===== src/rtl/uart_rx_core_if.sv =====
// uart_rx_core_if: byte/handshake bundle between the UART RX core and its
// MMIO wrapper.
//   baud_div   : clocks per bit period (wrapper -> core)
//   clr_rx_rdy : one-cycle clear of rx_rdy/overrun (wrapper -> core)
//   rx_data    : last correctly framed byte (core -> wrapper)
//   rx_rdy     : new byte available
//   rx_busy    : frame in progress
//   frame_err  : last frame had a low stop bit
//   overrun    : byte completed while rx_rdy was still set
// master = wrapper side, slave = core side.
interface uart_rx_core_if #(
    parameter int DATA_W = 8,
    parameter int DIV_W  = 32
);
    logic [DIV_W-1:0]  baud_div;
    logic              clr_rx_rdy;
    logic [DATA_W-1:0] rx_data;
    logic              rx_rdy;
    logic              rx_busy;
    logic              frame_err;
    logic              overrun;

    modport master (
        output baud_div, clr_rx_rdy,
        input  rx_data, rx_rdy, rx_busy, frame_err, overrun
    );

    modport slave (
        input  baud_div, clr_rx_rdy,
        output rx_data, rx_rdy, rx_busy, frame_err, overrun
    );
endinterface


===== src/rtl/uart_rx_core.sv =====
// uart_rx_core: 8N1 (LSB first) serial receiver. The RX pin is synchronized,
// a falling edge starts a frame, and each bit is sampled mid-period using a
// down-counter reloaded from the divisor latched at the start edge.
// Ports:
//   clk, rst_n : clock, asynchronous active-low reset
//   RX         : serial line, idle high, asynchronous to clk
//   bus        : uart_rx_core_if.slave (divisor, clear, byte and status flags)
module uart_rx_core #(
    parameter int DATA_W      = 8,
    parameter int SYNC_STAGES = 2,
    parameter int DIV_W       = 32
) (
    input  logic           clk,
    input  logic           rst_n,
    input  logic           RX,
    uart_rx_core_if.slave  bus
);
    localparam int IDX_W = (DATA_W > 1) ? $clog2(DATA_W) : 1;

    typedef enum logic [1:0] {IDLE, START, DATA, STOP} state_t;

    state_t               state, state_n;
    logic [SYNC_STAGES-1:0] sync_q;
    logic                 rxs, rxs_q, fall, tick;
    logic [DIV_W-1:0]     div_eff, div_l, bcnt;
    logic [IDX_W-1:0]     idx;
    logic [DATA_W-1:0]    shreg;
    logic                 ld_start, start_ok, smp_data, good_stop, bad_stop;

    assign rxs  = sync_q[SYNC_STAGES-1];
    assign fall = rxs_q & ~rxs;
    assign tick = (bcnt == '0);
    // A divisor below 2 would make the half-period load underflow.
    assign div_eff = (bus.baud_div < DIV_W'(2)) ? DIV_W'(2) : bus.baud_div;

    // Synchronizer and edge-detect flops reset to the idle-high line level.
    always_ff @(posedge clk or negedge rst_n) begin
        if (!rst_n) begin
            sync_q <= '1;
            rxs_q  <= 1'b1;
        end else begin
            sync_q <= {sync_q[SYNC_STAGES-2:0], RX};
            rxs_q  <= rxs;
        end
    end

    always_ff @(posedge clk or negedge rst_n) begin
        if (!rst_n) state <= IDLE;
        else        state <= state_n;
    end

    always_comb begin
        state_n   = state;
        ld_start  = 1'b0;
        start_ok  = 1'b0;
        smp_data  = 1'b0;
        good_stop = 1'b0;
        bad_stop  = 1'b0;
        case (state)
            // Only an edge starts a frame, so a line stuck low after a break
            // must go high and fall again before the next frame.
            IDLE:  if (fall) begin
                       ld_start = 1'b1;
                       state_n  = START;
                   end
            START: if (tick) begin
                       start_ok = ~rxs;
                       state_n  = rxs ? IDLE : DATA;
                   end
            DATA:  if (tick) begin
                       smp_data = 1'b1;
                       if (idx == IDX_W'(DATA_W - 1)) state_n = STOP;
                   end
            STOP:  if (tick) begin
                       good_stop = rxs;
                       bad_stop  = ~rxs;
                       state_n   = IDLE;
                   end
            default: state_n = IDLE;
        endcase
    end

    // Bit timing and data capture.
    always_ff @(posedge clk or negedge rst_n) begin
        if (!rst_n) begin
            div_l <= '0;
            bcnt  <= '0;
            idx   <= '0;
            shreg <= '0;
        end else begin
            if (ld_start) begin
                div_l <= div_eff;
                bcnt  <= (div_eff >> 1) - DIV_W'(1);  // first sample at mid start bit
            end else if (state != IDLE) begin
                bcnt  <= tick ? div_l - DIV_W'(1) : bcnt - DIV_W'(1);
            end
            if (start_ok) begin
                idx <= '0;
            end else if (smp_data) begin
                shreg[idx] <= rxs;
                idx        <= idx + IDX_W'(1);
            end
        end
    end

    // Status/result registers. A good-stop completion takes priority over a
    // simultaneous clear; overrun is only raised when no clear coincides.
    always_ff @(posedge clk or negedge rst_n) begin
        if (!rst_n) begin
            bus.rx_data   <= '0;
            bus.rx_rdy    <= 1'b0;
            bus.rx_busy   <= 1'b0;
            bus.frame_err <= 1'b0;
            bus.overrun   <= 1'b0;
        end else begin
            bus.rx_busy <= (state_n != IDLE);
            if (bus.clr_rx_rdy) begin
                bus.rx_rdy  <= 1'b0;
                bus.overrun <= 1'b0;
            end
            if (good_stop) begin
                bus.rx_data   <= shreg;
                bus.rx_rdy    <= 1'b1;
                bus.frame_err <= 1'b0;
                if (bus.rx_rdy && !bus.clr_rx_rdy) bus.overrun <= 1'b1;
            end
            if (bad_stop) bus.frame_err <= 1'b1;
        end
    end
endmodule


===== src/flat_wrapper.sv =====
// flat-port wrapper written by rule: the top's interface ports become plain ports
module uart_rx_core_flat 
#(
    parameter int DATA_W      = 8,
    parameter int SYNC_STAGES = 2,
    parameter int DIV_W       = 32
)
  (clk, rst_n, RX, bus_baud_div, bus_clr_rx_rdy, bus_rx_data, bus_rx_rdy, bus_rx_busy, bus_frame_err, bus_overrun);
  uart_rx_core_if #(.DATA_W(DATA_W), .DIV_W(DIV_W)) bus_i ();
  input  logic clk;
  input  logic rst_n;
  input  logic RX;
  input wire logic [$bits(bus_i.baud_div)-1:0] bus_baud_div;
  input wire logic [$bits(bus_i.clr_rx_rdy)-1:0] bus_clr_rx_rdy;
  output wire logic [$bits(bus_i.rx_data)-1:0] bus_rx_data;
  output wire logic [$bits(bus_i.rx_rdy)-1:0] bus_rx_rdy;
  output wire logic [$bits(bus_i.rx_busy)-1:0] bus_rx_busy;
  output wire logic [$bits(bus_i.frame_err)-1:0] bus_frame_err;
  output wire logic [$bits(bus_i.overrun)-1:0] bus_overrun;
  assign bus_i.baud_div = bus_baud_div;
  assign bus_i.clr_rx_rdy = bus_clr_rx_rdy;
  assign bus_rx_data = bus_i.rx_data;
  assign bus_rx_rdy = bus_i.rx_rdy;
  assign bus_rx_busy = bus_i.rx_busy;
  assign bus_frame_err = bus_i.frame_err;
  assign bus_overrun = bus_i.overrun;
  uart_rx_core #(.DATA_W(DATA_W), .SYNC_STAGES(SYNC_STAGES), .DIV_W(DIV_W)) u_core (.clk(clk), .rst_n(rst_n), .RX(RX), .bus(bus_i));
endmodule

===== config.mk =====
export PLATFORM = sky130hd
export DESIGN_NAME = uart_rx_core_flat
export DESIGN_NICKNAME = d
export VERILOG_FILES = /design/src/rtl/uart_rx_core_if.sv /design/src/rtl/uart_rx_core.sv /design/src/flat_wrapper.sv
export SDC_FILE = /design/constraint.sdc
export NUM_CORES = 1
export LEC_CHECK = 0
export BUFFER_PORTS_ARGS = -buffer_cell sky130_fd_sc_hd__buf_2
export CAP_MARGIN = 40
export CORE_MARGIN = 3
export CORE_UTILIZATION = 50
export DETAILED_ROUTE_END_ITERATION = 6
export HOLD_SLACK_MARGIN = 0.08
export PLACE_DENSITY = 0.69
export SLEW_MARGIN = 20
export SYNTH_ARGS = -nofsm -noshare
export SYNTH_HDL_FRONTEND = slang
export SYNTH_SLANG_ARGS = --single-unit
export TNS_END_PERCENT = 1

===== constraint.sdc =====
create_clock -name clk -period 4.85 [get_ports clk]
set_clock_uncertainty 0.1 [all_clocks]
set_input_delay 0.97 -clock clk [delete_from_list [all_inputs] [get_ports clk]]
set_output_delay 0.97 -clock clk [all_outputs]
set_load 0.005 [all_outputs]

== Yosys cells after proc, flatten, opt, wreduce, memory -nomap -nowiden ==
Cells that the tools add are included.
Storage, ports and cells
  bits in registers: 92
  bits in latches: 0
  bits in writable memories: 0
  ROM bits: 0
  output and inout port bits: 12
  logic and storage cells: 70
  memories kept: 0
Operators by class
  $add $sub $neg: 4
  multiply operators: 0
  div/mod/pow operators: 0
  $lt $le $gt $ge: 3
  equality and inequality tests: 4
  shifts and indexed selects: 0
  muxes and demuxes: 32
  bitwise operators: 3
  reduce and logical (&&, ||, !) cells: 12
Operator list (number)
  two-way mux 32 bit: 4
  subtractor 32 x 1 -> 32 bit, second input constant: 2
  zero test 32 bit: 1
  < comparator 32 x 2 -> 1 bit, second input constant: 1
  subtractor 31 x 1 -> 32 bit, second input constant: 1
  two-way mux 1 bit: 17
  two-way mux 2 bit: 6
  nonzero test 2 bit: 6
  bitwise mux 8 bit: 1
  one-hot mux 2 bit (4 select lines): 1
  two-way mux 3 bit: 2
  == test 2 bit, second input constant: 2
  < comparator 3 x 4 -> 1 bit, second input constant: 1
  adder 3 x 1 -> 3 bit, second input constant: 1
  demux 1 bit (select 3 bit): 1
  == test 3 bit, second input constant: 1
  >= comparator 3 x 1 -> 1 bit, second input constant: 1
  == test 2 x 1 -> 1 bit, second input constant: 1
  logical AND 1 bit: 2
  zero test 2 bit: 1
  inverter 1 bit: 2
  AND reduction 2 bit: 1
  bitwise AND 1 bit: 1
  zero test 1 bit: 1

== Longest topological paths before layout ==
Gate-level depths: netlist of run 1.
  word-level depth: 5
  gate-level depth with buffers: 14
  depth with buffers taken out: 12

== Worst setup path after synthesis of run 1 ==
Ideal clock, no wire load.
  path kind: register to register
  start: register u_core.rxs_q
  end: register u_core.bcnt[30]
  library setup time: 0.127 ns
  data arrival time: 3.124 ns
  slack: 1.499 ns
  cell stages (with the launch flop): 12
  period minus slack after synthesis: 3.351 ns
  cells stage by stage: dfstp_2 or4b_4 buf_6 o32a_4 inv_1 ha_1 o21ai_1 a211o_1 or4_1 nor4_1 mux2i_1 nand3_1
Between the ends
  longest elaborated chain between the ends: 4
  elaborated cells between the ends (all ways): 5
Ends and longest elaborated chain
  start: declaration: RTL line uart_rx_core.sv:24  | logic rxs, rxs_q, fall, tick;
  start signal: assignment: RTL line uart_rx_core.sv:43  | rxs_q <= rxs;
  bitwise AND 1 bit (*): RTL line uart_rx_core.sv:31  | assign fall = rxs_q & ~rxs;
  two-way mux 1 bit (*): RTL line uart_rx_core.sv:62  | IDLE: if (fall) begin
  two-way mux 1 bit (*): RTL line uart_rx_core.sv:59  | case (state)
  two-way mux 32 bit or nonzero test 2 bit (tied branches)
  end signal: assignment: RTL line uart_rx_core.sv:93  | bcnt <= (div_eff >> 1) - DIV_W'(1);
  end signal: assignment: RTL line uart_rx_core.sv:95  | bcnt <= tick ? div_l - DIV_W'(1) : bcnt - DIV_W'(1);
  end: declaration: RTL line uart_rx_core.sv:25  | logic [DIV_W-1:0] div_eff, div_l, bcnt;
Mark *: on every way between the ends. The rest lies on a longest branch, timed or not.
A chain may end at the register's enable or synchronous reset.

== Worst setup path in the final report of run 1 ==
  start: register u_core.state[1]
  end: register u_core.bcnt[23]
Between the ends
  longest elaborated chain between the ends: 3
  elaborated cells between the ends (all ways): 5
Ends and longest elaborated chain
  start: declaration: RTL line uart_rx_core.sv:22  | state_t state, state_n;
  start signal: assignment: RTL line uart_rx_core.sv:49  | else state <= state_n;
  zero test 2 bit: RTL line uart_rx_core.sv:59
  two-way mux 1 bit: RTL line uart_rx_core.sv:59
  two-way mux 32 bit or nonzero test 2 bit (tied branches)
Several ways; a longest one is shown, not always the timed one.

==> results.md, run 1 <==
* FF-to-FF setup slack at 0.96 ns
* Synth Area in Adders at 0.007238
* First-pass GRT wire length at 22,960 um
* Area leader, netlist: dfrtp_1
* Port Buf Inserts at 47
* Num CTS Buffers at 9
* Synthesized net count at 615
* #FFs+latches synth at 92
* Clock sink count at 92
* Die area at 11,630 sq um
* Commonest cells post-synth: nand2_1, dfrtp_1, nor2_1
* Vias in the first global route at roughly 4,400
* Post-Synthesis Cells at 576
* Clock Tree Root: clkbuf_8
* Final hold violation count at 0
* Worst setup path end: u_core.bcnt[23]
* Hold Path Class: register to register
* Most common cell in the netlist: nand2_1
* Initial drt markers at 362
* Critical Path RT at 5.05 ns
* Pleak at between 2 and 3 nW
* CTS hold repair buffers at 0
* Drt drc at 0
* Async set-reset flop share out of synthesis at 1.000
* Reg2Reg Depth at 7
* Worst-Margin Slew at slightly below 0.8 ns
* Placed wire-length estimate at 10,140 um
* CTS tree: done
* Io pins at 48
* Synth area leaders: dfrtp_1, nand2_1, mux2_2
* Die height at 107.8 um
* Largest family of logic cells by synthesized area: simple AND/OR/NAND/NOR gates
* WP data arrival at 4.09 ns
* Hold Path Depth at 0
* Nature of the critical path startpoint: register
* Psw at 984.0 uW
* Via-per-instance ratio at between 6 and 7
* Sequential share of power at 0.476
* ANT cells at 0
* Via Count at 4,600
* Syn Area/Cell at 9.004 sq um
* CP Max Fanout at 30
* Type of the worst setup path: register to register
* Post-CTS sizing at 0
* Final net count at about 650
* GR Overflow Total at 0
* Slowest cell on the critical path: or4b_4
* Maximum VDD drop at ~0.0002 V
* Comb power frac at 0.333
* WL final at 13,820 um
* Starting Density at 0.5234
* Largest net degree at the start of global routing at 59
* Post-synthesis mux area share at 0.04873
* PD cells at 443.7 nW/um^2
* Clock Power Share at 0.191
* Post-synthesis cell type count at 68
* Core ar. at approximately 10000 sq um
* Fill cells at about 910
* Number of flops mapped to enable cells by yosys at 0
* Status: finished clean
* CP Launch Point: u_core.state[1]
* FF-to-FF End: u_core.bcnt[23]
* PnR worst setup slack at 0.9631 ns
* Final instance area at 5720 sq um
* Clk_lat worst skew at 0.37 ns
* RSZ-0062 raised after global routing: false
* Clock transition at the registers of the reported paths at 0.09 ns
* Final setup viols at 0
* Slew Limit Fails at 0
* Minimum clock period at 3.887 ns
* Area grow syn2layout at 10.30%
* Antenna viol nets, final at 0
* TNS Setup at 0 ns
* Avg WL per Cell at 18.35 um
* Cell area after synthesis at 5186 sq um
* Hold Worst Slack at 0.2585 ns
* Die width at 107.8 um
* Worst Setup End Kind: register
* Fin crit share at 0.8014
* DP Worst Slack at 0.7834 ns
* Gpl congestion at 0.9406
* Sequential cell area fraction in the yosys report at 0.4446
* Gr usage total at 0.2541
* Max clock buf depth at 2
* Post-synthesis simple-gate area fraction at 0.2815
* Synth Area in Compound Gates at 0.1587
* Net Sw Frac at 0.3877
* Post CTS Setup Buffer Count at 0
* Post-synth top area share at 0.4294
* Fraction of layout cells with a size suffix above 1 at 0.1935
* Top FF cell, synth: dfrtp_1
* Critical R2R Launch: u_core.state[1]
* Initial DRT Pass Iterations at 5
* Worst slew margin at 0.4692
* Yosys warns at 0
* Initial antenna violation count at 0
* Post-Place Cell Area at 5542 sq um
* Row cnt at 36
* # H-tree levels at 3
* Internal at around 1.6 mW
* Max-Cap Viols at 0
* XOR/XNOR Fraction of Synth Area at 0.02533
* Fmax at around 260 MHz
* Slowest stage delay, CP at 0.75 ns
* Critical path, cell by cell: or4b_4 -> buf_4 -> a221o_1 -> nor4_4 -> and4bb_1 -> mux2_2 -> nor2_1
-- stage by stage --
step	total power [mW]	utilization	cells
2_1_floorplan	1.800	-	576
3_3_place_gp	2.023	0.5585	736
5_1_grt	2.716	0.5773	753
4_1_cts	2.537	0.5773	753
3_5_place_dp	2.052	0.5592	737
6_report	2.538	0.5773	753
-- per-layer routing --
layer / up-vias / GRT usage / routed length (um)
met5: - / 0 / 0
met4: 0 / 0.09197 / 322
li1: 2166 / - / -
met2: 207 / 0.3832 / 6246
met3: 36 / 0.04739 / 1082
met1: 2191 / 0.3653 / 6167
-- registers in the layout (all words and copies together), names as in the netlist --
| signal | flops |
|---|---|
| u_core.bcnt | 32 |
| u_core.div_l | 32 |
| u_core.bus.rx_data | 8 |
| u_core.shreg | 8 |
| u_core.idx | 3 |
| u_core.state | 2 |
| u_core.sync_q | 2 |
| u_core.bus.frame_err | 1 |
| u_core.bus.overrun | 1 |
| u_core.bus.rx_busy | 1 |
| u_core.bus.rx_rdy | 1 |
| u_core.rxs_q | 1 |
-- how the worst min path moves through the flow --
stage	endpoint	startpoint
final	u_core.sync_q[1]	u_core.sync_q[0]
after global routing	u_core.sync_q[1]	u_core.sync_q[0]
after CTS	u_core.sync_q[1]	u_core.sync_q[0]
after detailed placement	u_core.sync_q[1]	u_core.sync_q[0]
after global placement	u_core.sync_q[1]	u_core.sync_q[0]
after floorplan	u_core.sync_q[1]	u_core.sync_q[0]
-- worst max-delay path: cells and delay by family (launching register included) --
family | cells | cell delay, ns
muxes | 1 | 0.40
buffers and inverters | 1 | 0.30
and+or+nand+nor | 4 | 2.00
AOI/OAI and AO/OA | 1 | 0.45
DFF | 1 | 0.56
-- power by group through the flow --
stage	Sequential [mW]	Combinational [mW]	Clock, mW
after floorplan	1.14	0.656	0
after global placement	1.21	0.815	0
after detailed placement	1.21	0.838	0
after CTS	1.20	0.842	0.495
after global routing	1.24	0.951	0.528
final	1.21	0.846	0.484
-- cell families (layout without fill, tap and decap cells) --
kind of cell,after synthesis,count (layout)
DFF,92,92
muxes,23,23
AOI/OAI and AO/OA,124,124
adders and majority gates,3,3
xor gates and xnor gates,15,15
buffers and inverters,36,80
and+or+nand+nor,283,283
-- layout make-up --
cell class | instances | area [sq um] | share of cell area
Multi-Input combinational cell | 448 | 2719 | 0.4753
Sequential cell | 92 | 2306 | 0.4031
Timing Repair Buffer | 60 | 335.3 | 0.05862
Tap cell | 133 | 166.4 | 0.02909
Clock buffer | 11 | 141.4 | 0.02472
Clock inverter | 5 | 37.54 | 0.006562
Inverter | 4 | 15.01 | 0.002625
-- cells in the final DEF, fill, tap and decap left out, drive strengths merged, types with 4 or more instances in the layout --
| cell | count |
|---|---|
| or4 | 4 |
| nand4 | 11 |
| a21o | 7 |
| a21boi | 5 |
| xnor2 | 9 |
| nor3b | 6 |
| nor3 | 30 |
| mux2i | 5 |
| o21ai | 37 |
| nor2 | 46 |
| nand3 | 18 |
| inv | 5 |
| o22ai | 4 |
| a31oi | 5 |
| a21oi | 26 |
| dfrtp | 89 |
| and3 | 6 |
| mux2 | 18 |
| nor4 | 19 |
| buf | 60 |
| and2 | 8 |
| xor2 | 6 |
| clkbuf | 11 |
| a221oi | 4 |
| nand2 | 115 |
| or3 | 4 |
| o31a | 6 |
Note: power is estimated with default switching activity, not from simulation.
==> run 2: changes to the inputs <==
--- a/config.mk
+++ b/config.mk
@@ -11,7 +11,7 @@
 export CORE_UTILIZATION = 50
 export DETAILED_ROUTE_END_ITERATION = 6
 export HOLD_SLACK_MARGIN = 0.08
-export PLACE_DENSITY = 0.69
+export PLACE_DENSITY = 0.72
 export SLEW_MARGIN = 20
 export SYNTH_ARGS = -nofsm -noshare
 export SYNTH_HDL_FRONTEND = slang
==> constraint.sdc (replaced) <==
create_clock -name clk -period 3.4 [get_ports clk]
set_clock_uncertainty 0.1 [all_clocks]
set_input_delay 0.68 -clock clk [delete_from_list [all_inputs] [get_ports clk]]
set_output_delay 0.68 -clock clk [all_outputs]
set_load 0.005 [all_outputs]
==> run 2 against run 1 <==
Die area stayed put. Largest power group unchanged. Register-to-register slack worse by 0.86 ns. Final area is 4.3% higher. Largest cell class unchanged. Clock power is 61% higher. Power is 50% higher. Highest routed layer unchanged.
==> results.md, run 2 (same netlist as run 1, synthesis figures left out) <==
* Worst-Margin Slew at 0.6901 ns (was 0.7927 ns)
* PnR worst setup slack at 0.1068 ns (was 0.9631 ns)
* Clock Power Share at 0.205 (was 0.191)
* RSZ-0062 raised after global routing: true (was false)
* Area grow syn2layout at 15.05% (was 10.30%)
* Starting Density at 0.5234 (unchanged)
* Antenna viol nets, final at 0 (unchanged)
* Core ar. at 9910 sq um (unchanged)
* Slowest cell on the critical path: dfstp_2 (was or4b_4)
* Via-per-instance ratio at 6.055 (was 6.109)
* Gpl congestion at 0.9459 (was 0.9406)
* Most common library cell in the layout ignoring fill and taps: nand2_1 (unchanged)
* Most frequent cells in the layout: nand2_1, dfrtp_1, buf_2 (unchanged)
* Fmax at 303.7 MHz (was 257.3 MHz)
* Final hold violation count at 0 (unchanged)
* Gr usage total at 0.2575 (was 0.2541)
* GR Overflow Total at 0 (unchanged)
* Die width at 107.8 um (unchanged)
* Max clock buf depth at 2 (unchanged)
* Status: finished clean (unchanged)
* Initial drt markers at 270 (was 362)
* Initial antenna violation count at 0 (unchanged)
* Clk_lat worst skew at 0.39 ns (was 0.37 ns)
* Slowest stage delay, CP at 0.55 ns (was 0.75 ns)
* CTS tree: done (unchanged)
* Psw at 1.452 mW (was 984.0 uW)
* Final setup viols at 0 (unchanged)
* Worst Setup End Kind: register (unchanged)
* Die area at 11,630 sq um (unchanged)
* Critical Path RT at 3.54 ns (was 5.05 ns)
* Final instance area at 5967 sq um (was 5720 sq um)
* # H-tree levels at 3 (unchanged)
* Post-Place Cell Area at 5742 sq um (was 5542 sq um)
* PD cells at 636.6 nW/um^2 (was 443.7 nW/um^2)
* Clock Tree Root: clkbuf_8 (unchanged)
* Port Buf Inserts at 47 (unchanged)
* Fraction of layout cells with a size suffix above 1 at 0.2341 (was 0.1935)
* Internal at 2.347 mW (was 1.554 mW)
* Row cnt at 36 (unchanged)
* Clock sink count at 92 (unchanged)
* Drt drc at 0 (unchanged)
* Largest net degree at the start of global routing at 53 (was 59)
* Post-CTS sizing at 0 (unchanged)
* CTS hold repair buffers at 0 (unchanged)
* Net Sw Frac at 0.3822 (was 0.3877)
* Num CTS Buffers at 9 (unchanged)
* Initial DRT Pass Iterations at 5 (unchanged)
* Post CTS Setup Buffer Count at 0 (unchanged)
* Critical path, cell by cell: or4b_4 -> o32a_4 -> inv_1 -> ha_1 -> o21ai_1 -> a211o_1 -> or3_4 -> nor3_1 -> buf_4 -> a31o_2 -> a31oi_1 (was or4b_4 -> buf_4 -> a221o_1 -> nor4_4 -> and4bb_1 -> mux2_2 -> nor2_1)
* Maximum VDD drop at 0.0003427 V (was 0.0002002 V)
* Die height at 107.8 um (unchanged)
* Max-Cap Viols at 0 (unchanged)
* Placed wire-length estimate at 10,360 um (was 10,140 um)
* Avg WL per Cell at 18.37 um (was 18.35 um)
* Pleak at 2.641 nW (was 2.508 nW)
* CP Max Fanout at 4 (was 30)
* Sequential share of power at 0.451 (was 0.476)
* First-pass GRT wire length at 23,270 um (was 22,960 um)
* Worst slew margin at 0.5399 (was 0.4692)
* DP Worst Slack at -0.03185 ns (was 0.7834 ns)
* Slew Limit Fails at 0 (unchanged)
* Final net count at 679 (was 654)
* Hold Path Class: input pin to asynchronous set/reset pin (was register to register)
* WP data arrival at 3.43 ns (was 4.09 ns)
* Fin crit share at 0.9686 (was 0.8014)
* Biggest regs: u_core.bcnt: 32 flops, u_core.div_l: 32 flops (unchanged)
* Nature of the critical path startpoint: register (unchanged)
* Minimum clock period at 3.293 ns (was 3.887 ns)
* Via Count at 4,711 (was 4,600)
* Comb power frac at 0.344 (was 0.333)
* Vias in the first global route at 4,610 (was 4,429)
* ANT cells at 0 (unchanged)
* Type of the worst setup path: register to register (unchanged)
* Clock transition at the registers of the reported paths at 0.11 ns (was 0.09 ns)
* WL final at 14,300 um (was 13,820 um)
* Io pins at 48 (unchanged)
## run 2: changes by cell type in the layout (fill, tap and decap cells not counted), sizes merged
cell,previous run,this run
buf,60,85
bufinv,0,1
clkbuf,11,10
clkinv,2,1
inv,5,6
## run 2: through the flow
step	power [mW]	util	setup TNS, ns	hold slack (ns)	std cells
floorplan	2.567	-	0	0.2452	576
global route	4.057	0.6021	-0.02583	0.2703	778
detailed placement	3.008	0.5794	-0.03778	0.2499	762
CTS	3.787	0.5997	0	0.2392	778
finish	3.799	0.6021	0	0.2272	778
global placement	2.957	0.5794	-0.07934	0.2463	762
## run 2: routing by layer
| layer | track usage | vias up | routed length (um) |
|---|---|---|---|
| met3 | 0.05459 | 39 | 1113 |
| met4 | 0.09919 | 0 | 380 |
| met2 | 0.3952 | 182 | 6540 |
| met5 | 0 | - | 0 |
| met1 | 0.3572 | 2279 | 6260 |
| li1 | - | 2211 | - |
## run 2: power by group through the flow
stage | Clock [mW] | Sequential [mW] | Combinational [mW]
5_1_grt | 0.830 | 1.76 | 1.47
6_report | 0.777 | 1.71 | 1.31
2_1_floorplan | 0 | 1.63 | 0.935
3_3_place_gp | 0 | 1.71 | 1.25
4_1_cts | 0.792 | 1.70 | 1.29
3_5_place_dp | 0 | 1.72 | 1.29
## run 2: cell type report
cell class / instances / area, sq um
Sequential cell: 92 / 2306
Fill cell: 898 / 3943
Timing Repair Buffer: 85 / 535.5
Clock buffer: 10 / 127.6
Clock inverter: 6 / 73.82
Tap cell: 133 / 166.4
Multi-Input combinational cell: 448 / 2743
Inverter: 4 / 15.01
## run 2: path summary, 6_finish.rpt
check                      cells past startpoint        startpoint          endpoint  slack, ns
max                                           11      u_core.rxs_q   u_core.bcnt[24]       0.11
min                                            1             rst_n  u_core.div_l[18]       0.23
max reg2reg                                   11      u_core.rxs_q   u_core.bcnt[24]       0.11
min reg2reg                                    0  u_core.sync_q[0]  u_core.sync_q[1]       0.26
max in group asynchronous                      2             rst_n  u_core.sync_q[0]       2.15
min in group clk                               0  u_core.sync_q[0]  u_core.sync_q[1]       0.26
## run 2: worst max-delay path, delay by kind of cell, from the launching register on
family	cells	cell delay, ns
flops	1	0.55
buf+inv	2	0.22
simple gates	3	1.17
compound gates	5	0.95
fa+ha+maj	1	0.15
==> run 3: changes to the inputs <==
--- a/config.mk
+++ b/config.mk
@@ -5,13 +5,15 @@
 export SDC_FILE = /design/constraint.sdc
 export NUM_CORES = 1
 export LEC_CHECK = 0
+export ABC_AREA = 1
 export BUFFER_PORTS_ARGS = -buffer_cell sky130_fd_sc_hd__buf_2
 export CAP_MARGIN = 40
 export CORE_MARGIN = 3
-export CORE_UTILIZATION = 50
+export CORE_UTILIZATION = 47
 export DETAILED_ROUTE_END_ITERATION = 6
+export GPL_ROUTABILITY_DRIVEN = 0
 export HOLD_SLACK_MARGIN = 0.08
-export PLACE_DENSITY = 0.72
+export PLACE_DENSITY = 0.68
 export SLEW_MARGIN = 20
 export SYNTH_ARGS = -nofsm -noshare
 export SYNTH_HDL_FRONTEND = slang
==> run 3 against run 2 <==
Largest cell class unchanged. Count of clock-buffer cells in the layout is the same. Global-route usage decreased by 4.0 points. Combinational power rose by 44%. Utilization fell by 5.7 points.
==> results.md, run 3 <==
* GR Overflow Total at 0 (unchanged)
* Area leader, netlist: dfrtp_1 (unchanged)
* Row cnt at 39 (was 36)
* Critical Path RT at 3.55 ns (was 3.54 ns)
* Synthesized net count at 901 (was 615)
* Reg2Reg Depth at 16 (was 11)
* Placed wire-length estimate at 9838 um (was 10,360 um)
* Post-CTS sizing at 0 (unchanged)
* Initial DRT Pass Iterations at 5 (unchanged)
* Sequential cell area fraction in the yosys report at 0.4096 (was 0.4446)
* Critical path, cell by cell: inv_1 -> nand2_1 -> inv_1 -> nand2_4 -> inv_2 -> o21ai_1 -> nand2_2 -> inv_2 -> ha_1 -> nand3_2 -> nor2_4 -> nand2_4 -> nor2_1 -> nand3_1 -> nand3_1 -> nand2_1 (was or4b_4 -> o32a_4 -> inv_1 -> ha_1 -> o21ai_1 -> a211o_1 -> or3_4 -> nor3_1 -> buf_4 -> a31o_2 -> a31oi_1)
* Drt drc at 0 (unchanged)
* Clock sink count at 92 (unchanged)
* TNS Setup at 0 ns (unchanged)
* Post-synthesis cell type count at 29 (was 68)
* Pleak at 3.563 nW (was 2.641 nW)
* Via-per-instance ratio at 4.878 (was 6.055)
* Yosys warns at 0 (unchanged)
* Die width at 115.5 um (was 107.8 um)
* Status: finished clean (unchanged)
* Worst slew margin at 0.5980 (was 0.5399)
* Largest net degree at the start of global routing at 93 (was 53)
* Slowest cell on the critical path: dfstp_2 (unchanged)
* Minimum clock period at 2.747 ns (was 3.293 ns)
* Initial drt markers at 324 (was 270)
* Most common library cell in the layout ignoring fill and taps: nand2_1 (unchanged)
* Worst Setup End Kind: register (unchanged)
* Hold Path Class: input pin to asynchronous set/reset pin (unchanged)
* #FFs+latches synth at 92 (unchanged)
* Die height at 115.5 um (was 107.8 um)
* Nature of the critical path startpoint: register (unchanged)
* Fraction of layout cells with a size suffix above 1 at 0.1414 (was 0.2341)
* Vias in the first global route at 4,711 (was 4,610)
* CTS tree: done (unchanged)
* Io pins at 48 (unchanged)
* Num CTS Buffers at 9 (unchanged)
* Critical Path Stages at 16 (was 11)
* Initial antenna violation count at 0 (unchanged)
* Biggest regs: u_core.bcnt: 32 flops, u_core.div_l: 32 flops (unchanged)
* Syn Area/Cell at 6.532 sq um (was 9.004 sq um)
* Cell area after synthesis at 5630 sq um (was 5186 sq um)
* Max-Cap Viols at 0 (unchanged)
* Internal at 2.569 mW (was 2.347 mW)
* PD cells at 716.9 nW/um^2 (was 636.6 nW/um^2)
* Commonest cells post-synth: nand2_1, nor2_1, inv_1 (was nand2_1, dfrtp_1, nor2_1)
* Final setup viols at 0 (unchanged)
* Type of the worst setup path: register to register (unchanged)
* Via Count at 5,146 (was 4,711)
* WP data arrival at 2.90 ns (was 3.43 ns)
* Final net count at 946 (was 679)
* Net Sw Frac at 0.4311 (was 0.3822)
* Sequential share of power at 0.364 (was 0.451)
* Post-Synthesis Cells at 862 (was 576)
* Clk_lat worst skew at 0.36 ns (was 0.39 ns)
* Number of flops mapped to enable cells by yosys at 0 (unchanged)
* Gr usage total at 0.2173 (was 0.2575)
* Hold Worst Slack at 0.2552 ns (was 0.2272 ns)
* Clock Power Share at 0.217 (was 0.205)
* Avg WL per Cell at 12.66 um (was 18.37 um)
* CTS hold repair buffers at 0 (unchanged)
* Comb power frac at 0.419 (was 0.344)
* Clock transition at the registers of the reported paths at 0.07 ns (was 0.11 ns)
* Fmax at 364.0 MHz (was 303.7 MHz)
* Antenna viol nets, final at 0 (unchanged)
* WL final at 13,350 um (was 14,300 um)
* Synth area leaders: dfrtp_1, nand2_1, nor2_1 (was dfrtp_1, nand2_1, mux2_2)
* Post CTS Setup Buffer Count at 0 (unchanged)
* ANT cells at 0 (unchanged)
* Core ar. at 11,560 sq um (was 9910 sq um)
* Port Buf Inserts at 47 (unchanged)
* Worst-Margin Slew at 0.6012 ns (was 0.6901 ns)
* Max clock buf depth at 2 (unchanged)
* Top FF cell, synth: dfrtp_1 (unchanged)
* Die area at 13,330 sq um (was 11,630 sq um)
* Slowest stage delay, CP at 0.65 ns (was 0.55 ns)
* CP Max Fanout at 14 (was 4)
* # H-tree levels at 3 (unchanged)
* Psw at 1.947 mW (was 1.452 mW)
* Final hold violation count at 0 (unchanged)
* FF-to-FF setup slack at 0.65 ns (was 0.11 ns)
* Area grow syn2layout at 11.89% (was 15.05%)
* Most frequent cells in the layout: nand2_1, nor2_1, inv_1 (was nand2_1, dfrtp_1, buf_2)
* CP delay by family, top: simple AND/OR/NAND/NOR gates (unchanged)
* Async set-reset flop share out of synthesis at 1.000 (unchanged)
* Slew Limit Fails at 0 (unchanged)
* Post-synth top area share at 0.3956 (was 0.4294)
* First-pass GRT wire length at 22,560 um (was 23,270 um)
* Fin crit share at 0.8080 (was 0.9686)
* Starting Density at 0.4869 (was 0.5234)
* Most common cell in the netlist: nand2_1 (unchanged)
* Clock Tree Root: clkbuf_16 (was clkbuf_8)
* CP Buf/Inv Count at 4 (was 2)
* Maximum VDD drop at 0.0003244 V (was 0.0003427 V)
* RSZ-0062 raised after global routing: false (was true)
run 3: cell types whose count changed after synthesis, sizes merged, moves of 7 or more:
cell,before,now
nor4,19,0
mux2,18,0
inv,4,122
a21o,7,0
and2,8,0
nand3,18,46
nand2,115,361
clkbuf,17,9
nor3,30,4
nor2,46,130
xnor2,9,0
o21ai,37,44
run 3: routing by layer:
layer | global-route usage | wire, um | vias to the layer above
met5 | 0 | 0 | -
met4 | 0.08372 | 294 | 0
met3 | 0.04230 | 643 | 23
met2 | 0.3248 | 5887 | 106
met1 | 0.3130 | 6527 | 2320
li1 | - | - | 2697
run 3: stage by stage:
step	setup WS (ns)	cells	utilization	power, mW	instance area, sq um
global placement	0.6337	1038	0.5181	3.500	5992
floorplan	1.029	862	-	3.075	5630
detailed placement	0.5782	1038	0.5181	3.531	5992
global route	0.3340	1055	0.5447	4.937	6300
CTS	0.6420	1054	0.5426	4.528	6275
finish	0.6528	1055	0.5447	4.516	6300
run 3: cell type report:
type / count / area, sq um
inverter: 123 / 461.7
tap: 143 / 178.9
sequential: 92 / 2306
clock inverter: 6 / 53.80
timing repair buffer: 56 / 335.3
multi-input combinational: 625 / 2735
fill: 1177 / 5265
clock buffer: 10 / 229.0
run 3: logic make-up after synthesis:
kind of cell	count (synthesis)	share of synthesized area
buf+inv	145	0.1047
xor+xnor	3	0.004668
fa+ha+maj	3	0.006667
flops	92	0.4096
compound gates	71	0.07000
simple gates	548	0.4044
run 3: power groups by stage:
stage,Sequential (mW),Combinational (mW),Clock (mW)
floorplan,1.60,1.47,0
global placement,1.65,1.85,0
detailed placement,1.66,1.88,0
CTS,1.64,1.89,1.00
global route,1.69,2.20,1.05
finish,1.64,1.89,0.980
run 3: worst paths after layout:
path / startpoint / to
max: u_core.sync_q[1] / u_core.bcnt[30]
min: rst_n / u_core.bus.rx_data[3]
max reg2reg: u_core.sync_q[1] / u_core.bcnt[30]
min reg2reg: u_core.sync_q[0] / u_core.sync_q[1]
max in group asynchronous: rst_n / u_core.bcnt[17]
min in group clk: u_core.sync_q[0] / u_core.sync_q[1]
run 3: worst register-to-register path: stages, from the launching register on:
cell and delay, ns:
dfstp_2 0.65, inv_1 0.08, nand2_1 0.08, inv_1 0.06, nand2_4 0.07, inv_2 0.14
o21ai_1 0.17, nand2_2 0.10, inv_2 0.08, ha_1 0.18, nand3_2 0.13, nor2_4 0.18
nand2_4 0.09, nor2_1 0.27, nand3_1 0.12, nand3_1 0.10, nand2_1 0.06
